`src/rtl/world_time_set_if.sv`:
```
// Load handshake between world_time_set (master) and the KST timekeeper (slave).
// Optional macro WTS_DAY_ROLL_EN adds the day_inc flag alongside the load data.
interface world_time_set_if;
    logic       load_valid;
    logic       load_ack;
    logic [4:0] load_hour_kst;
    logic [5:0] load_min;
`ifdef WTS_DAY_ROLL_EN
    logic       day_inc;
`endif

`ifdef WTS_DAY_ROLL_EN
    modport master (output load_valid, load_hour_kst, load_min, day_inc, input load_ack);
    modport slave  (input load_valid, load_hour_kst, load_min, day_inc, output load_ack);
`else
    modport master (output load_valid, load_hour_kst, load_min, input load_ack);
    modport slave  (input load_valid, load_hour_kst, load_min, output load_ack);
`endif
endinterface

```
`src/rtl/world_time_set.sv`:
```
// world_time_set: edit a wall-clock time in a selected zone and hand it back
// to the KST timekeeper as a valid/ack load.
// Zones: 0 = KST (UTC+9), 1 = UTC+1, 2 = UTC-5, 3 = UTC.
// Optional macro WTS_DAY_ROLL_EN adds day_inc on the load interface.
module world_time_set #(
    parameter logic [31:0] TIMEOUT_CYCLES = 32'd50_000_000,
    parameter int unsigned HOLD_CNT_W     = 26
) (
    input  logic             clk,
    input  logic             rst_n,
    input  logic [1:0]       tz_sel,
    input  logic             set_req,
    input  logic             hour_inc,
    input  logic             hour_dec,
    input  logic             min_inc,
    input  logic             next,
    input  logic             cancel,
    input  logic [4:0]       cur_hour_kst,
    input  logic [5:0]       cur_min,
    output logic [4:0]       edit_hour,
    output logic [5:0]       edit_min,
    output logic [1:0]       edit_tz,
    output logic             busy,
    output logic [2:0]       state_o,
    world_time_set_if.master load_bus
);

    typedef enum logic [2:0] {
        IDLE      = 3'd0,
        EDIT_HOUR = 3'd1,
        EDIT_MIN  = 3'd2,
        CONVERT   = 3'd3,
        LOAD      = 3'd4
    } state_t;

    localparam logic [HOLD_CNT_W-1:0] TIMEOUT_LAST = HOLD_CNT_W'(TIMEOUT_CYCLES - 32'd1);

    state_t                  state;
    state_t                  state_nx;
    logic [HOLD_CNT_W-1:0]   hold_cnt;
    logic [4:0]              load_hour_q;
    logic [5:0]              load_min_q;

    logic                    in_edit;
    logic                    activity;
    logic                    timeout;
    logic                    abort;

    logic [5:0]              local_sum;
    logic [4:0]              local_hour;
    logic [5:0]              kst_sum;
    logic [4:0]              kst_hour;

    // KST -> zone is done as an addition of (24 - offset) to stay unsigned.
    function automatic logic [5:0] local_add(input logic [1:0] tz);
        case (tz)
            2'd0:    return 6'd0;
            2'd1:    return 6'd16;
            2'd2:    return 6'd10;
            default: return 6'd15;
        endcase
    endfunction

    function automatic logic [5:0] kst_add(input logic [1:0] tz);
        case (tz)
            2'd0:    return 6'd0;
            2'd1:    return 6'd8;
            2'd2:    return 6'd14;
            default: return 6'd9;
        endcase
    endfunction

    assign in_edit  = (state == EDIT_HOUR) || (state == EDIT_MIN);
    assign activity = hour_inc | hour_dec | min_inc | next;
    assign timeout  = in_edit && (hold_cnt == TIMEOUT_LAST);
    assign abort    = in_edit && (cancel || timeout);

    assign local_sum  = {1'b0, cur_hour_kst} + local_add(tz_sel);
    assign local_hour = (local_sum >= 6'd24) ? 5'(local_sum - 6'd24) : local_sum[4:0];
    assign kst_sum    = {1'b0, edit_hour} + kst_add(edit_tz);
    assign kst_hour   = (kst_sum >= 6'd24) ? 5'(kst_sum - 6'd24) : kst_sum[4:0];

    assign load_bus.load_hour_kst = load_hour_q;
    assign load_bus.load_min      = load_min_q;

    // State register
    always_ff @(posedge clk or negedge rst_n) begin
        if (!rst_n) state <= IDLE;
        else        state <= state_nx;
    end

    // Next-state and state-decoded outputs; abort (cancel/timeout) beats next
    always_comb begin
        state_nx            = state;
        busy                = (state != IDLE);
        state_o             = state;
        load_bus.load_valid = 1'b0;
        case (state)
            IDLE: begin
                if (set_req) state_nx = EDIT_HOUR;
            end
            EDIT_HOUR: begin
                if (abort)     state_nx = IDLE;
                else if (next) state_nx = EDIT_MIN;
            end
            EDIT_MIN: begin
                if (abort)     state_nx = IDLE;
                else if (next) state_nx = CONVERT;
            end
            CONVERT: begin
                state_nx = LOAD;
            end
            LOAD: begin
                load_bus.load_valid = 1'b1;
                if (load_bus.load_ack) state_nx = IDLE;
            end
            default: begin
                state_nx = IDLE;
            end
        endcase
    end

    // Inactivity counter: cleared on state change, user activity, or outside edit states
    always_ff @(posedge clk or negedge rst_n) begin
        if (!rst_n) begin
            hold_cnt <= '0;
        end else if (!in_edit || activity || (state_nx != state)) begin
            hold_cnt <= '0;
        end else begin
            hold_cnt <= hold_cnt + HOLD_CNT_W'(1);
        end
    end

    // Edit registers and load data; load data only changes in CONVERT so it is stable during LOAD
    always_ff @(posedge clk or negedge rst_n) begin
        if (!rst_n) begin
            edit_hour   <= '0;
            edit_min    <= '0;
            edit_tz     <= '0;
            load_hour_q <= '0;
            load_min_q  <= '0;
        end else begin
            case (state)
                IDLE: begin
                    if (set_req) begin
                        edit_tz   <= tz_sel;
                        edit_hour <= local_hour;
                        edit_min  <= cur_min;
                    end
                end
                EDIT_HOUR: begin
                    if (!abort && !next) begin
                        if (hour_inc && !hour_dec)
                            edit_hour <= (edit_hour == 5'd23) ? 5'd0 : edit_hour + 5'd1;
                        else if (hour_dec && !hour_inc)
                            edit_hour <= (edit_hour == 5'd0) ? 5'd23 : edit_hour - 5'd1;
                    end
                end
                EDIT_MIN: begin
                    if (!abort && !next && min_inc)
                        edit_min <= (edit_min == 6'd59) ? 6'd0 : edit_min + 6'd1;
                end
                CONVERT: begin
                    load_hour_q <= kst_hour;
                    load_min_q  <= edit_min;
                end
                default: begin
                end
            endcase
        end
    end

`ifdef WTS_DAY_ROLL_EN
    logic day_inc_q;

    assign load_bus.day_inc = day_inc_q;

    // Day roll flag: set with the load data, dropped when the load is accepted
    always_ff @(posedge clk or negedge rst_n) begin
        if (!rst_n) begin
            day_inc_q <= 1'b0;
        end else if (state == CONVERT) begin
            day_inc_q <= (kst_sum >= 6'd24);
        end else if ((state == LOAD) && load_bus.load_ack) begin
            day_inc_q <= 1'b0;
        end
    end
`endif

endmodule

```
`src/flat_wrapper.sv`:
```
// flat-port wrapper written by rule: the top's interface ports become plain ports
module world_time_set_flat 
#(
    parameter logic [31:0] TIMEOUT_CYCLES = 32'd50_000_000,
    parameter int unsigned HOLD_CNT_W     = 26
)
  (clk, rst_n, tz_sel, set_req, hour_inc, hour_dec, min_inc, next, cancel, cur_hour_kst, cur_min, edit_hour, edit_min, edit_tz, busy, state_o, load_bus_load_valid, load_bus_load_hour_kst, load_bus_load_min, load_bus_load_ack);
  world_time_set_if load_bus_i ();
  input  logic clk;
  input  logic rst_n;
  input  logic [1:0] tz_sel;
  input  logic set_req;
  input  logic hour_inc;
  input  logic hour_dec;
  input  logic min_inc;
  input  logic next;
  input  logic cancel;
  input  logic [4:0] cur_hour_kst;
  input  logic [5:0] cur_min;
  output logic [4:0] edit_hour;
  output logic [5:0] edit_min;
  output logic [1:0] edit_tz;
  output logic busy;
  output logic [2:0] state_o;
  output wire logic [$bits(load_bus_i.load_valid)-1:0] load_bus_load_valid;
  output wire logic [$bits(load_bus_i.load_hour_kst)-1:0] load_bus_load_hour_kst;
  output wire logic [$bits(load_bus_i.load_min)-1:0] load_bus_load_min;
  input wire logic [$bits(load_bus_i.load_ack)-1:0] load_bus_load_ack;
  assign load_bus_load_valid = load_bus_i.load_valid;
  assign load_bus_load_hour_kst = load_bus_i.load_hour_kst;
  assign load_bus_load_min = load_bus_i.load_min;
  assign load_bus_i.load_ack = load_bus_load_ack;
  world_time_set #(.TIMEOUT_CYCLES(TIMEOUT_CYCLES), .HOLD_CNT_W(HOLD_CNT_W)) u_core (.clk(clk), .rst_n(rst_n), .tz_sel(tz_sel), .set_req(set_req), .hour_inc(hour_inc), .hour_dec(hour_dec), .min_inc(min_inc), .next(next), .cancel(cancel), .cur_hour_kst(cur_hour_kst), .cur_min(cur_min), .edit_hour(edit_hour), .edit_min(edit_min), .edit_tz(edit_tz), .busy(busy), .state_o(state_o), .load_bus(load_bus_i));
endmodule
```
`config.mk`:
```
export PLATFORM = sky130hd
export DESIGN_NAME = world_time_set_flat
export DESIGN_NICKNAME = d
export VERILOG_FILES = /design/src/rtl/world_time_set_if.sv /design/src/rtl/world_time_set.sv /design/src/flat_wrapper.sv
export SDC_FILE = /design/constraint.sdc
export NUM_CORES = 1
export LEC_CHECK = 0
export ABC_AREA = 1
export BUFFER_PORTS_ARGS = -buffer_cell sky130_fd_sc_hd__buf_2
export CORE_ASPECT_RATIO = 1.25
export CORE_MARGIN = 3
export CORE_UTILIZATION = 40
export CTS_BUF_LIST = sky130_fd_sc_hd__clkbuf_4
export CTS_CLUSTER_DIAMETER = 120
export CTS_CLUSTER_SIZE = 20
export DETAILED_ROUTE_END_ITERATION = 10
export MAX_ROUTING_LAYER = met4
export PLACE_DENSITY = 0.59
export RECOVER_POWER = 25
export SLEW_MARGIN = 20
export SYNTH_ARGS = -nofsm -noshare
export SYNTH_HDL_FRONTEND = slang
export SYNTH_SLANG_ARGS = --single-unit
```
`constraint.sdc`:
```
create_clock -name clk -period 1.8 [get_ports clk]
set_input_delay 0.18 -clock clk [delete_from_list [all_inputs] [get_ports clk]]
set_output_delay 0.18 -clock clk [all_outputs]
set_load 0.05 [all_outputs]
```
==> results of run 1 <==
[layer usage]
metal	routed length, um	vias up	global-route usage
met1	3750	1495	0.221
li1	-	1622	-
met4	138	0	0.0518
met3	383	16	0.0292
met2	4360	85	0.309
met5	0	-	-
[area by class of cell]
class,count,area (um2)
fillers,803,3920
multi-input cells,334,2020
flip-flops and latches,53,1340
repair buffers,90,622
inverters,58,218
well taps,97,121
clock buffers,5,37.5
clock inverters,3,17.5
diodes,1,2.50
[worst max-delay path, delay by kind of cell, from the launching register on]
| kind | cells | cell delay (ns) |
|---|---|---|
| buf+inv | 1 | 0.05 |
| compound gates | 3 | 0.27 |
| simple gates | 3 | 0.46 |
| xor+xnor | 1 | 0.19 |
| fa+ha+maj | 1 | 0.29 |
| flops | 1 | 0.46 |
[layout by cell type (no fill, tap or decap), types with 6 or more instances in the layout]
master,count
xor2_1,24
nor2_2,26
dfrtp_1,46
buf_2,49
nand3_1,22
nor3_1,6
buf_4,32
nor2_1,35
o21ai_2,7
inv_1,49
nand4_1,11
inv_2,8
o21ai_0,24
nand2_1,106
ha_1,11
xnor2_1,9
clkbuf_4,6
dfrtp_2,7
nand2_2,6
a21oi_1,7
[where the power goes]
part	switching (W)	internal, W	total (W)
logic	0.00220	0.00107	0.00327
clock network	0.000385	0.000149	0.000534
registers	0.000299	0.00147	0.00177
[worst min-delay path by stage]
stage                                      end       start  slack [ns]  cells after the start
2_1_floorplan  u_core.edit_hour[0]$_DFFE_PN0P_       rst_n       -0.12                      0
3_3_place_gp     u_core.hold_cnt[14]$_DFF_PN0_       rst_n        0.18                      1
3_5_place_dp     u_core.hold_cnt[14]$_DFF_PN0_       rst_n        0.18                      1
4_1_cts         u_core.edit_min[0]$_DFFE_PN0P_  cur_min[0]         0.1                      5
5_1_grt         u_core.edit_min[1]$_DFFE_PN0P_  cur_min[1]        0.12                      5
6_report        u_core.edit_min[4]$_DFFE_PN0P_  cur_min[4]        0.12                      5
[per-stage QoR]
stage               utilization  instance area, um2  power [W]  setup TNS [ns]
floorplan                     -                3480    0.00409         -0.0568
global placement          0.481                3990    0.00485               0
detailed placement        0.481                3990    0.00492               0
CTS                       0.491                4070    0.00548               0
global route              0.527                4370    0.00601           -2.98
finish                    0.528                4370    0.00557               0
[timing repair]
action | 4_1_cts | 5_1_grt
setup endpoints to repair | 2 | 39
gates cloned | 0 | 3
endpoints found under the hold margin | 21 | 0
resized for setup | 0 | 50
setup buffers | 1 | 13
pin swaps | 0 | 6
hold buffers | 2 | 0
[kinds of logic (layout without fill, tap and decap cells)]
logic type | Yosys count | in the layout
compound gates | 49 | 49
flops | 53 | 53
xor+xnor | 33 | 33
other cells | 0 | 1
buf+inv | 65 | 156
fa+ha+maj | 17 | 17
mux | 1 | 1
simple gates | 234 | 234
[sequential cells by signal, indices dropped and copies added (netlist names)]
signal,cells
u_core.load_bus.load_min,6
u_core.state_o,3
u_core.edit_tz,2
u_core.load_bus.load_hour_kst,5
u_core.edit_hour,5
u_core.edit_min,6
u_core.hold_cnt,26
==> results.toml, run 1 <==
[finish]
drive_above_1_share = 0.317
finalNonFillerCells = 641
synthToLayoutAreaGrowth_pct = 27.7
fin_nets = 581

[synth]
ys_types = 36
synthXorXnorAreaFrac = 0.0844
avgSynthCellArea_um2 = 7.57
synthesis.area_um2 = 3420
synthCells = 452
synthTopCellsByArea = "dfrtp_1 (39%), nand2_1 (12%), nor2_1 (6.8%), xor2_1 (6.1%), inv_1 (6.0%)"
synth_top_family_by_area = "simple AND/OR/NAND/NOR gates"
yosys.area_share.simple = 0.301
yosysWarnings = 0
synthArstFlopShare = 1.00
synthMuxAreaShare = 0.00292
synth_compound_area_frac = 0.0811
synth_common_cells = "nand2_1 (113), nor2_1 (62), inv_1 (55)"
yosysSeqAreaShare = 0.387
synth_fa_ha_area_frac = 0.0665
synth-seq-cells = 53
synth_edf_count = 0
yosys.area.top_type_share = 0.387
synth_area_leader_cell = "dfrtp_1"
yosysMostFrequentCell = "nand2_1"
synth_ff_type = "dfrtp_1"
syn_nets = 491

[routing]
ant_nets = 0
avgRoutedWirePerCell_um = 13.5
drt_iter0_drc = 202
viasPerCell = 5.02
drt-total-wl_um = 8630
via_count = 3218
dr.pass1.iters = 4
post-route-drc-count = 0

[worst_setup_path]
end_kind = "flip-flop"
worstPathRequired_ns = 2.13
cpMaxStageDelayCell = "dfrtp_2"
cpMostUsedCell = "nand2_1"
cp_data_arrival_time_ns = 2.11
cp_slowest_stage_delay_ns = 0.46
startpoint = "u_core.edit_tz[1]$_DFFE_PN0P_"
r2r-start = "u_core.edit_tz[1]$_DFFE_PN0P_"
start_kind = "flip-flop"
r2r_end = "u_core.load_bus.load_hour_kst[4]$_DFFE_PN0N_"
r2r_cells = 9
worst-setup-path-type = "flip-flop to flip-flop"
reg2reg_slack_ns = 0.01
worstPathMaxFanout = 4
worstPathCellList = "or2_2 > ha_4 > nand2_1 > o21ai_2 > xor2_1 > nand2_1 > o211ai_1 > o21ai_1 > inv_1"
cp-endpoint = "u_core.load_bus.load_hour_kst[4]$_DFFE_PN0N_"

[sta]
fin_crit_sh = 0.992
final-max-slew-violation-count = 0
hold_slack_ns = 0.116
period_needed_ns = 1.79
setup_viol = 0
hold_viol_final = 0
setup_ws_ns = 0.0141
max_slew_margin = 0.233
finClkSkew_ns = 0.0149
tightest_slew_ns = 1.15
rsz0062_at_grt = "yes"
max_freq_mhz = 560

[floorplan]
top_level_ports = 51
die_w_um = 88.7
core_um2 = 8290
die-area_um2 = 9710
start_util = 0.413
dieHeight_um = 109
num_rows = 37

[clock_tree]
clock_path_buffers = 2
root_buffer = "clkbuf_4"
cts_max_level = 2
cts_buffers = 5
cts_tree = "done"
clk_latency_ns = 0.38
cts.sinks = 53
cts.clk_slew.worst_paths_ns = 0.16

[flow_run]
maxCapViolations = 0

[place]
portBuffers = 50
placed_cells = 613
dp_slack_ns = 0.00637
dp_hpwl_um = 6480
place.gp.congestion = 0.913

[global_route]
grt.overflow.total = 0
grt_max_degree = 27
grt_pass1_wl_um = 13600
grt_pass1_vias = 2984
antenna_found_initial = 0
grtUsageTotal = 0.182

[power_and_ir_drop]
leakage_nw = 2.05
ir_worst_vdd_mv = 0.877
p_per_area_nw_per_um2 = 1270

[run_status]
outcome = "finished, final reports clean"

[min_path]
hp-class = "input pin to flip-flop"
Note: power is estimated with default switching activity, not from simulation.
==> run 2, diff against run 1 <==
Settings changed: PLACE_DENSITY 0.59 to default.
==> run 2 against run 1 <==
The run now ends with setup timing left. Via count fell by 3.6%. Power grew 4.0%. Largest power group unchanged. Sequential power barely moved. Maximum frequency fell by 2.4%.
==> results.toml, run 2 (same netlist as run 1, synthesis figures left out) <==
[worst_setup_path]
worstPathCellList = "nand2_1 > inv_1 > ha_2 > inv_2 > fa_2 > o21ai_2 > xor2_2 > nand2_1 > o211ai_1 > o21ai_1 > inv_1"
critical_path_buf_inv_count = 3
path_delay_family = "adder cells"
reg2reg_slack_ns = -0.03
cp_slowest_stage_delay_ns = 0.46
r2r_cells = 11
cp_data_arrival_time_ns = 2.17
worstPathMaxFanout = 5
end_kind = "flip-flop"
r2r-start = "u_core.edit_tz[0]$_DFFE_PN0P_"
worstPathRequired_ns = 2.14
r2r_end = "u_core.load_bus.load_hour_kst[4]$_DFFE_PN0N_"
start_kind = "flip-flop"
cpMaxStageDelayCell = "dfrtp_2"
worst-setup-path-type = "flip-flop to flip-flop"

[global_route]
grt.overflow.total = 0
grtUsageTotal = 0.177
grt_pass1_wl_um = 13300
grt_pass1_vias = 3003
antenna_found_initial = 0
grt_max_degree = 54

[sta]
finClkSkew_ns = 0.0100
tightest_slew_ns = 1.30
hold_viol_final = 0
rsz0062_at_grt = "yes"
setup_ws_ns = -0.0303
final-max-slew-violation-count = 0
setup_tns_ns = -0.0303
setup_viol = 1
max_slew_margin = 0.131
fin_crit_sh = 1.02
max_freq_mhz = 546
period_needed_ns = 1.83

[routing]
drt_iter0_drc = 167
avgRoutedWirePerCell_um = 12.9
via_count = 3102
drt-total-wl_um = 8170
dr.pass1.iters = 4
post-route-drc-count = 0
ant_nets = 0
viasPerCell = 4.89

[power_and_ir_drop]
ir_worst_vdd_mv = 0.987
power_w = 0.00579
p_per_area_nw_per_um2 = 1350
leakage_nw = 2.04

[finish]
fin_nets = 575
multi_input_area_um2 = 1940
finalNonFillerCells = 634
largest_reg_flops = 26
regMostFlops = "u_core.hold_cnt"
synthToLayoutAreaGrowth_pct = 25.0
postLayoutCoreUtil = 0.516
mostFrequentLayoutCells = "nand2_1 (106), nor2_1 (61), inv_1 (52)"
layout_commonest_cell = "nand2_1"
diodes = 0
drive_above_1_share = 0.259
fill_cells = 818
seq_area_um2 = 1340

[clock_tree]
cts_max_level = 2
cts_tree = "done"
cts_buffers = 5
root_buffer = "clkbuf_4"
cts.clk_slew.worst_paths_ns = 0.16
cts.sinks = 53
clock_path_buffers = 2
clk_latency_ns = 0.39

[place]
place.gp.congestion = 0.898
dp_slack_ns = 0.00161
dp_hpwl_um = 6140
portBuffers = 50
placed_cells = 612

[min_path]
min_to = "u_core.edit_tz[0]$_DFFE_PN0P_"
hp-start = "tz_sel[0]"
min_path_cells = 3
hp-class = "input pin to flip-flop"

[flow_run]
maxCapViolations = 0

[floorplan]
die_w_um = 88.7
num_rows = 37
dieHeight_um = 109
die-area_um2 = 9710
core_um2 = 8290
top_level_ports = 51
start_util = 0.413

[run_status]
outcome = "finished with violations"
violations = "setup timing"
[run 2: changes by cell type in the layout (fill, tap and decap cells not counted), sizes merged]
cell    previous run  this run
inv               57        58
clkbuf             9         7
diode              1         0
bufinv             0         2
clkinv             4         1
buf               84        80
[run 2: final cells by class]
class	instances	area share
flip-flops and latches	53	0.312
repair buffers	84	0.130
well taps	97	0.0284
clock inverters	3	0.0161
inverters	58	0.0509
multi-input cells	334	0.454
clock buffers	5	0.00877
[run 2: worst max path at each step]
stage	startpoint	end	slack [ns]	depth (start not counted)
2_1_floorplan	u_core.edit_tz[0]$_DFFE_PN0P_	u_core.load_bus.load_hour_kst[4]$_DFFE_PN0N_	-0.04	11
3_3_place_gp	u_core.edit_tz[0]$_DFFE_PN0P_	u_core.load_bus.load_hour_kst[4]$_DFFE_PN0N_	0.05	9
3_5_place_dp	u_core.edit_tz[0]$_DFFE_PN0P_	u_core.load_bus.load_hour_kst[4]$_DFFE_PN0N_	0.002	9
4_1_cts	u_core.edit_tz[0]$_DFFE_PN0P_	u_core.load_bus.load_hour_kst[4]$_DFFE_PN0N_	0.008	11
5_1_grt	u_core.edit_tz[0]$_DFFE_PN0P_	u_core.load_bus.load_hour_kst[4]$_DFFE_PN0N_	-0.18	11
6_report	u_core.edit_tz[0]$_DFFE_PN0P_	u_core.load_bus.load_hour_kst[4]$_DFFE_PN0N_	-0.03	11
[run 2: repair_timing]
| item | CTS | global route |
|---|---|---|
| pin swaps | 0 | 6 |
| setup endpoints to repair | 1 | 39 |
| hold endpoints to repair | 54 | 0 |
| resized for setup | 1 | 19 |
| cloned | 0 | 2 |
| hold buffers | 2 | 0 |
| setup buffers | 0 | 10 |
[run 2: per-layer routing]
metal / track usage / share of wire / wire (um) / vias to the layer above
met5: - / 0 / 0 / -
met2: 0.294 / 0.50 / 4060 / 64
met4: 0.0443 / 0.0094 / 77 / 0
met3: 0.0285 / 0.041 / 332 / 8
met1: 0.224 / 0.45 / 3700 / 1426
li1: - / - / - / 1604
[run 2: where the power goes]
| part | switching [W] | internal [W] | total [W] |
|---|---|---|---|
| logic | 0.00215 | 0.00101 | 0.00316 |
| clock network | 0.000408 | 0.000438 | 0.000845 |
| registers | 0.000312 | 0.00147 | 0.00178 |
[run 2: worst register-to-register path: stages, from the launching register on]
cell,delay (ns)
dfrtp_2,0.46
nand2_1,0.06
inv_1,0.06
ha_2,0.17
inv_2,0.04
fa_2,0.34
o21ai_2,0.17
xor2_2,0.19
nand2_1,0.08
o211ai_1,0.08
o21ai_1,0.09
inv_1,0.05
[run 2: metrics by stage]
step           cell area (um2)  hold WS (ns)
4_1_cts                   4120        0.0732
2_1_floorplan             3480        -0.116
6_report                  4280        0.0776
3_5_place_dp              3990         0.196
5_1_grt                   4280        0.0833
3_3_place_gp              3990         0.197
